<file path="config.mk">
export PLATFORM = sky130hd
export DESIGN_NAME = clk_gate_ctrl
export DESIGN_NICKNAME = d
export VERILOG_FILES = /design/src/rtl/cgc_pkg.sv /design/src/rtl/cgc_client_fsm.sv /design/src/rtl/clk_gate_ctrl.sv
export SDC_FILE = /design/constraint.sdc
export NUM_CORES = 1
export LEC_CHECK = 0
export BUFFER_PORTS_ARGS = -buffer_cell sky130_fd_sc_hd__buf_2
export CORE_UTILIZATION = 35
export CTS_BUF_LIST = sky130_fd_sc_hd__clkbuf_2 sky130_fd_sc_hd__clkbuf_4 sky130_fd_sc_hd__clkbuf_8
export DETAILED_ROUTE_END_ITERATION = 8
export GPL_ROUTABILITY_DRIVEN = 0
export HOLD_SLACK_MARGIN = 0.05
export PLACE_DENSITY = 0.59
export SETUP_SLACK_MARGIN = 0.3
export SLEW_MARGIN = 40
export SYNTH_ARGS = -nofsm -noshare
export SYNTH_HDL_FRONTEND = slang
export SYNTH_SLANG_ARGS = --single-unit
</file>
<file path="constraint.sdc">
create_clock -name out_clk -period 4.7 [get_ports out_clk]
set_clock_uncertainty 0.1 [all_clocks]
set_input_delay 0.47 -clock out_clk [delete_from_list [all_inputs] [get_ports out_clk]]
set_output_delay 0.47 -clock out_clk [all_outputs]
set_load 0.01 [all_outputs]
</file>
<file path="src/rtl/cgc_pkg.sv">
// Shared types and helpers for the clock-gate controller (clk_gate_ctrl).
package cgc_pkg;

  typedef enum logic [2:0] {
    ST_OFF  = 3'd0,
    ST_REQ  = 3'd1,
    ST_WAKE = 3'd2,
    ST_ON   = 3'd3,
    ST_IDLE = 3'd4
  } cgc_state_e;

  // Counter must hold the larger of the wake and idle reload values.
  function automatic int cgc_cnt_w(input int wake_cyc, input int idle_cyc);
    int m;
    m = (wake_cyc > idle_cyc) ? wake_cyc : idle_cyc;
    return (m < 1) ? 1 : $clog2(m + 1);
  endfunction

endpackage

</file>
<file path="src/rtl/cgc_client_fsm.sv">
// Per-branch wake/idle sequencer: owns state, down-counter and the
// registered gate_en/ack pair for one gated clock branch.
module cgc_client_fsm
  import cgc_pkg::*;
#(
  parameter int WAKE_CYC = 4,
  parameter int IDLE_CYC = 8
) (
  input  logic       out_clk,
  input  logic       out_rst_n,
  input  logic       req_s,
  input  logic       grant,
  output cgc_state_e state,
  output logic       gate_en,
  output logic       ack
);

  localparam int CW = cgc_cnt_w(WAKE_CYC, IDLE_CYC);

  logic [CW-1:0] cnt;

  // Outputs are registered alongside the state so they change on the same edge.
  always_ff @(posedge out_clk or negedge out_rst_n) begin
    if (!out_rst_n) begin
      state   <= ST_OFF;
      cnt     <= '0;
      gate_en <= 1'b0;
      ack     <= 1'b0;
    end else begin
      case (state)
        ST_OFF: begin
          if (req_s) state <= ST_REQ;
        end
        ST_REQ: begin
          if (!req_s) begin
            state <= ST_OFF;
          end else if (grant) begin
            state   <= ST_WAKE;
            cnt     <= CW'(WAKE_CYC - 1);
            gate_en <= 1'b1;
          end
        end
        ST_WAKE: begin
          if (cnt == '0) begin
            state <= ST_ON;
            ack   <= 1'b1;
          end else begin
            cnt <= cnt - 1'b1;
          end
        end
        ST_ON: begin
          if (!req_s) begin
            ack <= 1'b0;
            if (IDLE_CYC == 0) begin
              state   <= ST_OFF;
              gate_en <= 1'b0;
            end else begin
              state <= ST_IDLE;
              cnt   <= CW'(IDLE_CYC - 1);
            end
          end
        end
        ST_IDLE: begin
          // A returning request beats expiry, even on the last count.
          if (req_s) begin
            state <= ST_ON;
            ack   <= 1'b1;
          end else if (cnt == '0) begin
            state   <= ST_OFF;
            gate_en <= 1'b0;
          end else begin
            cnt <= cnt - 1'b1;
          end
        end
        default: begin
          state   <= ST_OFF;
          gate_en <= 1'b0;
          ack     <= 1'b0;
        end
      endcase
    end
  end

endmodule

</file>
<file path="src/rtl/clk_gate_ctrl.sv">
// Clock-gate controller: request sync, round-robin wake arbiter, busy flag.
// Optional build macro CGC_FORCE_ON_EN adds cfg_force_on to hold gates open.
module clk_gate_ctrl
  import cgc_pkg::*;
#(
  parameter int NC       = 4,
  parameter int WAKE_CYC = 4,
  parameter int IDLE_CYC = 8
) (
  input  logic          out_clk,
  input  logic          out_rst_n,
  input  logic [NC-1:0] req_async,
`ifdef CGC_FORCE_ON_EN
  input  logic [NC-1:0] cfg_force_on,
`endif
  output logic [NC-1:0] gate_en,
  output logic [NC-1:0] ack,
  output logic          busy
);

  localparam int RRW = (NC > 1) ? $clog2(NC) : 1;

  logic [NC-1:0]  req_p0, req_p1, req_p2;
  logic [NC-1:0]  grant;
  logic [NC-1:0]  fsm_gate;
  logic [NC-1:0]  not_off;
  cgc_state_e     st [NC];
  logic [RRW-1:0] rr_q, rr_d;
  logic           wake_busy;
  logic           found;
  int             cand;

  // Stage boundary: asynchronous requests into out_clk.
  always_ff @(posedge out_clk or negedge out_rst_n) begin
    if (!out_rst_n) begin
      req_p0 <= '0;
      req_p1 <= '0;
      req_p2 <= '0;
    end else begin
      req_p0 <= req_async;
      req_p1 <= req_p0;
      req_p2 <= req_p1;
    end
  end

  // Only one branch may be waking at a time; a dropped request is never granted.
  always_comb begin
    grant     = '0;
    rr_d      = rr_q;
    wake_busy = 1'b0;
    found     = 1'b0;
    cand      = 0;
    for (int i = 0; i < NC; i++) begin
      if (st[i] == ST_WAKE) wake_busy = 1'b1;
    end
    if (!wake_busy) begin
      for (int o = 0; o < NC; o++) begin
        cand = (int'(rr_q) + o) % NC;
        if (!found && st[cand] == ST_REQ && req_p2[cand]) begin
          grant[cand] = 1'b1;
          rr_d        = RRW'((cand + 1) % NC);
          found       = 1'b1;
        end
      end
    end
  end

  always_comb begin
    not_off = '0;
    for (int i = 0; i < NC; i++) not_off[i] = (st[i] != ST_OFF);
  end

  // Stage boundary: arbiter pointer and busy flag.
  always_ff @(posedge out_clk or negedge out_rst_n) begin
    if (!out_rst_n) begin
      rr_q <= '0;
      busy <= 1'b0;
    end else begin
      rr_q <= rr_d;
      busy <= |not_off;
    end
  end

  for (genvar i = 0; i < NC; i++) begin : g_client
    cgc_client_fsm #(
      .WAKE_CYC (WAKE_CYC),
      .IDLE_CYC (IDLE_CYC)
    ) u_fsm (
      .out_clk   (out_clk),
      .out_rst_n (out_rst_n),
      .req_s     (req_p2[i]),
      .grant     (grant[i]),
      .state     (st[i]),
      .gate_en   (fsm_gate[i]),
      .ack       (ack[i])
    );
  end

`ifdef CGC_FORCE_ON_EN
  logic [NC-1:0] force_q;

  always_ff @(posedge out_clk or negedge out_rst_n) begin
    if (!out_rst_n) force_q <= '0;
    else            force_q <= cfg_force_on;
  end

  assign gate_en = fsm_gate | force_q;
`else
  assign gate_en = fsm_gate;
`endif

endmodule

</file>
==> flow_summary.toml, run 1 <==
[clock_network]
htreeDepth = 2
cts_buffer_depth = 2
cts_tree = "built"
cts_setup_buffers = 0
clkTransAtPathRegs_ns = 0.09
clk_latency_ns = 0.30
root_buffer = "clkbuf_8"
ctsHoldBuffers = 0
ctsResizeCount = 0
cts_made_buffers = 5
clkSinkCount = 51

[hold_path]
hold_class = "primary input to asynchronous set/reset pin"

[place]
io_buffers = 14
placed_area_um2 = 3430
dp_hpwl_um = 5100

[job]
maxCapViolCount = 0

[global_route]
grt_pass1_wl_um = 12100
grt_max_degree = 52
overflow = 0
antenna_found_initial = 0
track_usage = 0.150
grt_pass1_vias = 2557

[drt]
dr_total_vias = 2736
final_antenna_net_count = 0
drc_errors = 0
wire_per_inst_um = 14.1
drt_iter0_drc = 259
routed_wl_um = 7090
first_pass_iters = 8
viasPerCell = 5.46

[cells_and_area]
multi_input_area_um2 = 1830
area_delta_synth_final_pct = 5.98
final_nets = 392
fin_area_um2 = 3550
nFillCells = 936
final_common_cell = "dfrtp_1"
drive_gt1_frac = 0.113
most-common-layout-cells = "51 x dfrtp_1, 36 x nor2_1, 36 x nand2_1"
n_antenna_cell = 0
regArea_um2 = 1280

[synthesis]
syn_inst = 375
synth_top_family_by_area = "simple AND/OR/NAND/NOR gates"
synth-simple-area-share = 0.231
async_reset_ff_frac = 1.00
synth_top_area_cell = "dfrtp_1"
synthAdderAreaFrac = 0.0591
yosysWarnings = 0
syn_nets = 396
postSynthAreaPerCell_um2 = 8.92
synth_cell_types = 68
netlist.area_leader.share = 0.381
synth_seq_area_share = 0.381
synth.cell_area_um2 = 3350
synth.area.top_cells = "dfrtp_1 38%, ha_1 5.6%, a21oi_1 4.0%, nand2_1 4.0%, nor2_1 4.0%"
synth_edf_count = 0
synthXorXnorAreaFrac = 0.00785
ys_ff_latch = 51
synth-compound-area-share = 0.228
synth_ff_type = "dfrtp_1"
synthMuxAreaShare = 0.0198

[sta]
timing.setup.tns_ns = 0
finalSetupViolations = 0
worstMarginPinSlew_ns = 0.665
fmax_mhz = 292
max_slew_margin = 0.552
period_needed_ns = 3.42
hold_viol_final = 0
slew_viol_final = 0
period_share = 0.727
rsz0062_at_grt = "false"

[worst_setup_path]
crit_slowest_cell = "dfrtp_1"
crit_path_start_kind = "flip-flop"
critical_path.reg2reg.endpoint = "g_client[3].u_fsm.cnt[3]$_DFFE_PN0P_"
cp_cell_sequence = "clkinv_1 -> ha_1 -> nor3_1 -> a21boi_0 -> o21ai_0 -> a31oi_1 -> a211o_2 -> nand2_1 -> a22o_1"
reg2reg_slack_ns = 1.28
r2r-start = "rr_q[0]$_DFFE_PN0P_"
max_stage_delay_ns = 0.59
cp.required_ns = 4.79
cp_max_fo = 13
crit_arrival_ns = 3.51
critical_path_class = "flip-flop to flip-flop"
reg2reg_depth = 9
worstSetupEndpointType = "flip-flop"

[floorplanning]
io_pins = 15
die_h_um = 99.8
die_area_um2 = 9950
start_util = 0.362
rows = 35
die_w_um = 99.8
coreArea_um2 = 9240

[power]
vdd.ir_drop.worst_v = 0.000186
power_uw = 2230
powerDensity_nw_per_um2 = 630
p_leak_uw = 0.00150

[outcome]
status = "completed"
[power breakdown]
part	internal [µW]	leakage [µW]	switching [µW]	total, µW
registers	567	0.000611	220	787
clock network	172	0.0000612	145	318
logic	481	0.000831	648	1130
[per-stage QoR]
step / utilization / hold WS, ns / worst slack, ns / cells
CTS: 0.384 / 0.162 / 1.35 / 501
global route: 0.384 / 0.153 / 1.06 / 501
finish: 0.384 / 0.169 / 1.28 / 501
global placement: 0.371 / 0.232 / 1.47 / 493
floorplan: - / 0.0744 / 1.71 / 375
detailed placement: 0.371 / 0.235 / 1.37 / 493
[critical path: cells and delay by family (launching register included)]
kind	cells	cell delay [ns]
flops	1	0.59
simple gates	2	0.37
compound gates	5	1.37
buf+inv	1	0.38
fa+ha+maj	1	0.50
[sequential cells by signal, indices dropped and copies added (netlist names)]
name                    flops
req_p1                      4
req_p2                      4
g_client.u_fsm.state       12
busy                        1
rr_q                        2
req_p0                      4
g_client.u_fsm.cnt         16
g_client.u_fsm.ack          4
g_client.u_fsm.gate_en      4
[cell families (layout without fill, tap and decap cells)]
| kind of cell | after synthesis | count (layout) |
|---|---|---|
| simple gates | 139 | 139 |
| compound gates | 113 | 113 |
| flops | 51 | 51 |
| buf+inv | 49 | 46 |
| fa+ha+maj | 16 | 16 |
| mux | 4 | 4 |
| xor+xnor | 3 | 3 |
[cell usage after synthesis (all sizes together) (2+ instances only)]
| library cell | instances |
|---|---|
| a211o | 2 |
| a211oi | 2 |
| a21boi | 2 |
| a21o | 6 |
| a21oi | 28 |
| a22o | 4 |
| a22oi | 3 |
| a2bb2oi | 2 |
| a31oi | 8 |
| a32o | 2 |
| a32oi | 5 |
| and2 | 5 |
| and3 | 2 |
| and4bb | 4 |
| buf | 16 |
| clkbuf | 10 |
| dfrtp | 51 |
| ha | 15 |
| inv | 22 |
| mux4 | 2 |
| nand2 | 36 |
| nand2b | 5 |
| nand3 | 13 |
| nand3b | 2 |
| nand4 | 2 |
| nand4bb | 4 |
| nor2 | 36 |
| nor2b | 9 |
| nor3 | 5 |
| nor4 | 7 |
| o211ai | 6 |
| o21ai | 28 |
| o311ai | 2 |
| o32ai | 3 |
| or2 | 2 |
| or3 | 3 |
| xnor2 | 3 |
[per-layer routing]
layer | global-route usage | vias to the layer above | wire, µm | part of all wire
li1 | - | 1345 | - | -
met1 | 0.200 | 1299 | 3350 | 0.47
met2 | 0.250 | 86 | 3320 | 0.47
met3 | 0.0251 | 6 | 361 | 0.051
met4 | 0.0396 | 0 | 52 | 0.0073
met5 | 0 | - | 0 | 0
[cell type report]
cell class | instances | area share
repair buffers | 15 | 0.0219
clock inverters | 2 | 0.00988
inverters | 23 | 0.0243
flip-flops and latches | 51 | 0.360
well taps | 129 | 0.0455
clock buffers | 6 | 0.0233
multi-input cells | 275 | 0.515
[worst max path at each step]
stage | cells past startpoint | end | start
floorplan | 11 | g_client[3].u_fsm.cnt[3]$_DFFE_PN0P_ | rr_q[0]$_DFFE_PN0P_
global placement | 9 | g_client[3].u_fsm.cnt[3]$_DFFE_PN0P_ | rr_q[0]$_DFFE_PN0P_
detailed placement | 9 | g_client[0].u_fsm.cnt[2]$_DFFE_PN0P_ | rr_q[0]$_DFFE_PN0P_
CTS | 9 | g_client[0].u_fsm.cnt[3]$_DFFE_PN0P_ | rr_q[0]$_DFFE_PN0P_
global route | 9 | g_client[0].u_fsm.cnt[2]$_DFFE_PN0P_ | rr_q[0]$_DFFE_PN0P_
finish | 9 | g_client[3].u_fsm.cnt[3]$_DFFE_PN0P_ | rr_q[0]$_DFFE_PN0P_
(Power assumes the default switching activity.)
==> run 2: changes to the inputs <==
PLACE_DENSITY = 0.61   (was 0.59)
clock period = 2.8 ns   (was 4.7 ns; I/O delays follow)
==> flow_summary.toml, run 2 (synthesis results as in run 1) <==
[job]
maxCapViolCount = 0

[drt]
drt_iter0_drc = 233
final_antenna_net_count = 0
drc_errors = 0
dr_total_vias = 3081
first_pass_iters = 5
routed_wl_um = 8580
wire_per_inst_um = 15.3
viasPerCell = 5.48

[floorplanning]
start_util = 0.362
die_area_um2 = 9950
io_pins = 15
coreArea_um2 = 9240
rows = 35
die_h_um = 99.8
die_w_um = 99.8

[cells_and_area]
most-common-layout-cells = "53 x buf_4, 47 x dfrtp_1, 35 x nand2_1"
finalNonFillerCells = 562
reg_top3 = "g_client.u_fsm.cnt: 16 flops, g_client.u_fsm.state: 12 flops"
area_delta_synth_final_pct = 25.5
largest_reg_flops = 16
regMostFlops = "g_client.u_fsm.cnt"
final_common_cell = "buf_4"
drive_gt1_frac = 0.289
n_antenna_cell = 0
finish.utilization = 0.455
final_nets = 453

[worst_setup_path]
critical_path_class = "flip-flop to flip-flop"
max_stage_delay_ns = 0.44
crit_slowest_cell = "dfrtp_2"
cp_cell_sequence = "clkinv_8 -> ha_4 -> mux4_2 -> buf_6 -> a32oi_2 -> a21oi_4 -> a211o_4 -> and3_4 -> a21o_1"
worstSetupEndpointType = "flip-flop"
crit_arrival_ns = 2.74
crit_path_start_kind = "flip-flop"
cp.required_ns = 2.90
cp_max_fo = 8

[sta]
slew_viol_final = 0
max_slew_margin = 0.727
rsz0062_at_grt = "true"
worstMarginPinSlew_ns = 0.408
fmax_mhz = 379
period_needed_ns = 2.64
hold_viol_final = 0
setup_slack_ns = 0.164
finalSetupViolations = 0
timing.setup.tns_ns = 0
period_share = 0.942

[power]
power_uw = 4630
powerDensity_nw_per_um2 = 1100
p_leak_uw = 0.00183
vdd.ir_drop.worst_v = 0.000343

[hold_path]
hold_class = "flip-flop to flip-flop"

[clock_network]
htreeDepth = 2
clkSinkCount = 51
clkTransAtPathRegs_ns = 0.10
cts_made_buffers = 5
clk_latency_ns = 0.31
cts_buffer_depth = 2
root_buffer = "clkbuf_8"
cts_tree = "built"

[place]
dp_hpwl_um = 5670
place_ws_ns = 0.125
io_buffers = 14
placedCellCount = 521

[global_route]
grt_pass1_vias = 2844
antenna_found_initial = 0
grt_max_degree = 21
overflow = 0
grt_pass1_wl_um = 13700
track_usage = 0.171

[outcome]
status = "completed"
==> run 2: changes by cell type in the layout (fill, tap and decap cells not counted), moves of 2 or more <==
cell | previous run | this run
o21ai_0 | 22 | 17
a21boi_0 | 2 | 0
o21ai_2 | 1 | 3
dlygate4sd3_1 | 0 | 5
nor2_1 | 36 | 34
o21ai_4 | 0 | 2
dfrtp_2 | 0 | 4
dfrtp_1 | 51 | 47
buf_6 | 0 | 4
buf_4 | 1 | 53
==> run 2: critical path: cells and delay by family (launching register included) <==
family | cells | cell delay [ns]
AO/OA/AOI/OAI | 4 | 0.87
flip-flops | 1 | 0.44
multiplexers | 1 | 0.39
adder cells (fa/ha/maj) | 1 | 0.31
buffers and inverters | 2 | 0.25
AND/OR/NAND/NOR | 1 | 0.15
==> run 2: worst paths after layout <==
path                                startpoint                                endpoint  slack [ns]  cells past startpoint
setup / recovery           rr_q[0]$_DFFE_PN0P_    g_client[2].u_fsm.cnt[3]$_DFFE_PN0P_        0.16                      9
hold / removal             req_p0[3]$_DFF_PN0_                     req_p1[3]$_DFF_PN0_        0.25                      0
setup reg to reg           rr_q[0]$_DFFE_PN0P_    g_client[2].u_fsm.cnt[3]$_DFFE_PN0P_        0.16                      9
hold reg to reg            req_p0[3]$_DFF_PN0_                     req_p1[3]$_DFF_PN0_        0.25                      0
max in group asynchronous            out_rst_n                     req_p2[0]$_DFF_PN0_        1.66                      3
min in group asynchronous            out_rst_n  g_client[1].u_fsm.state[0]$_DFFE_PN0P_        0.31                      2
==> run 2: area by class of cell <==
class	instances	area, µm²
fill	887	5040
multi-input combinational	275	1980
sequential	51	1280
timing repair buffer	76	563
tap	129	161
inverter	23	98.8
clock buffer	6	82.6
clock inverter	2	35.0
==> run 2: what timing repair did <==
item | CTS | global route
hold endpoints to repair | 19 | 0
gates resized for setup | 8 | 33
setup endpoints to repair | 25 | 25
setup buffers | 14 | 14
hold buffers | 5 | 0
pin swaps | 8 | 17
==> run 2: report_power, final <==
part / total (µW) / switching [µW] / internal (µW)
combinational: 2930 / 1580 / 1350
sequential: 1150 / 196 / 958
clock: 545 / 255 / 290
==> run 2: through the flow <==
stage | hold WS (ns) | area (µm²)
6_report | 0.255 | 4200
5_1_grt | 0.267 | 4200
4_1_cts | 0.259 | 3960
3_5_place_dp | 0.133 | 3670
3_3_place_gp | 0.131 | 3670
2_1_floorplan | -0.116 | 3390
==> run 2: routing by layer <==
layer	global-route usage	wire length (µm)
met1	0.232	3780
met2	0.280	4240
met3	0.0251	391
met4	0.0554	163
met5	0	0
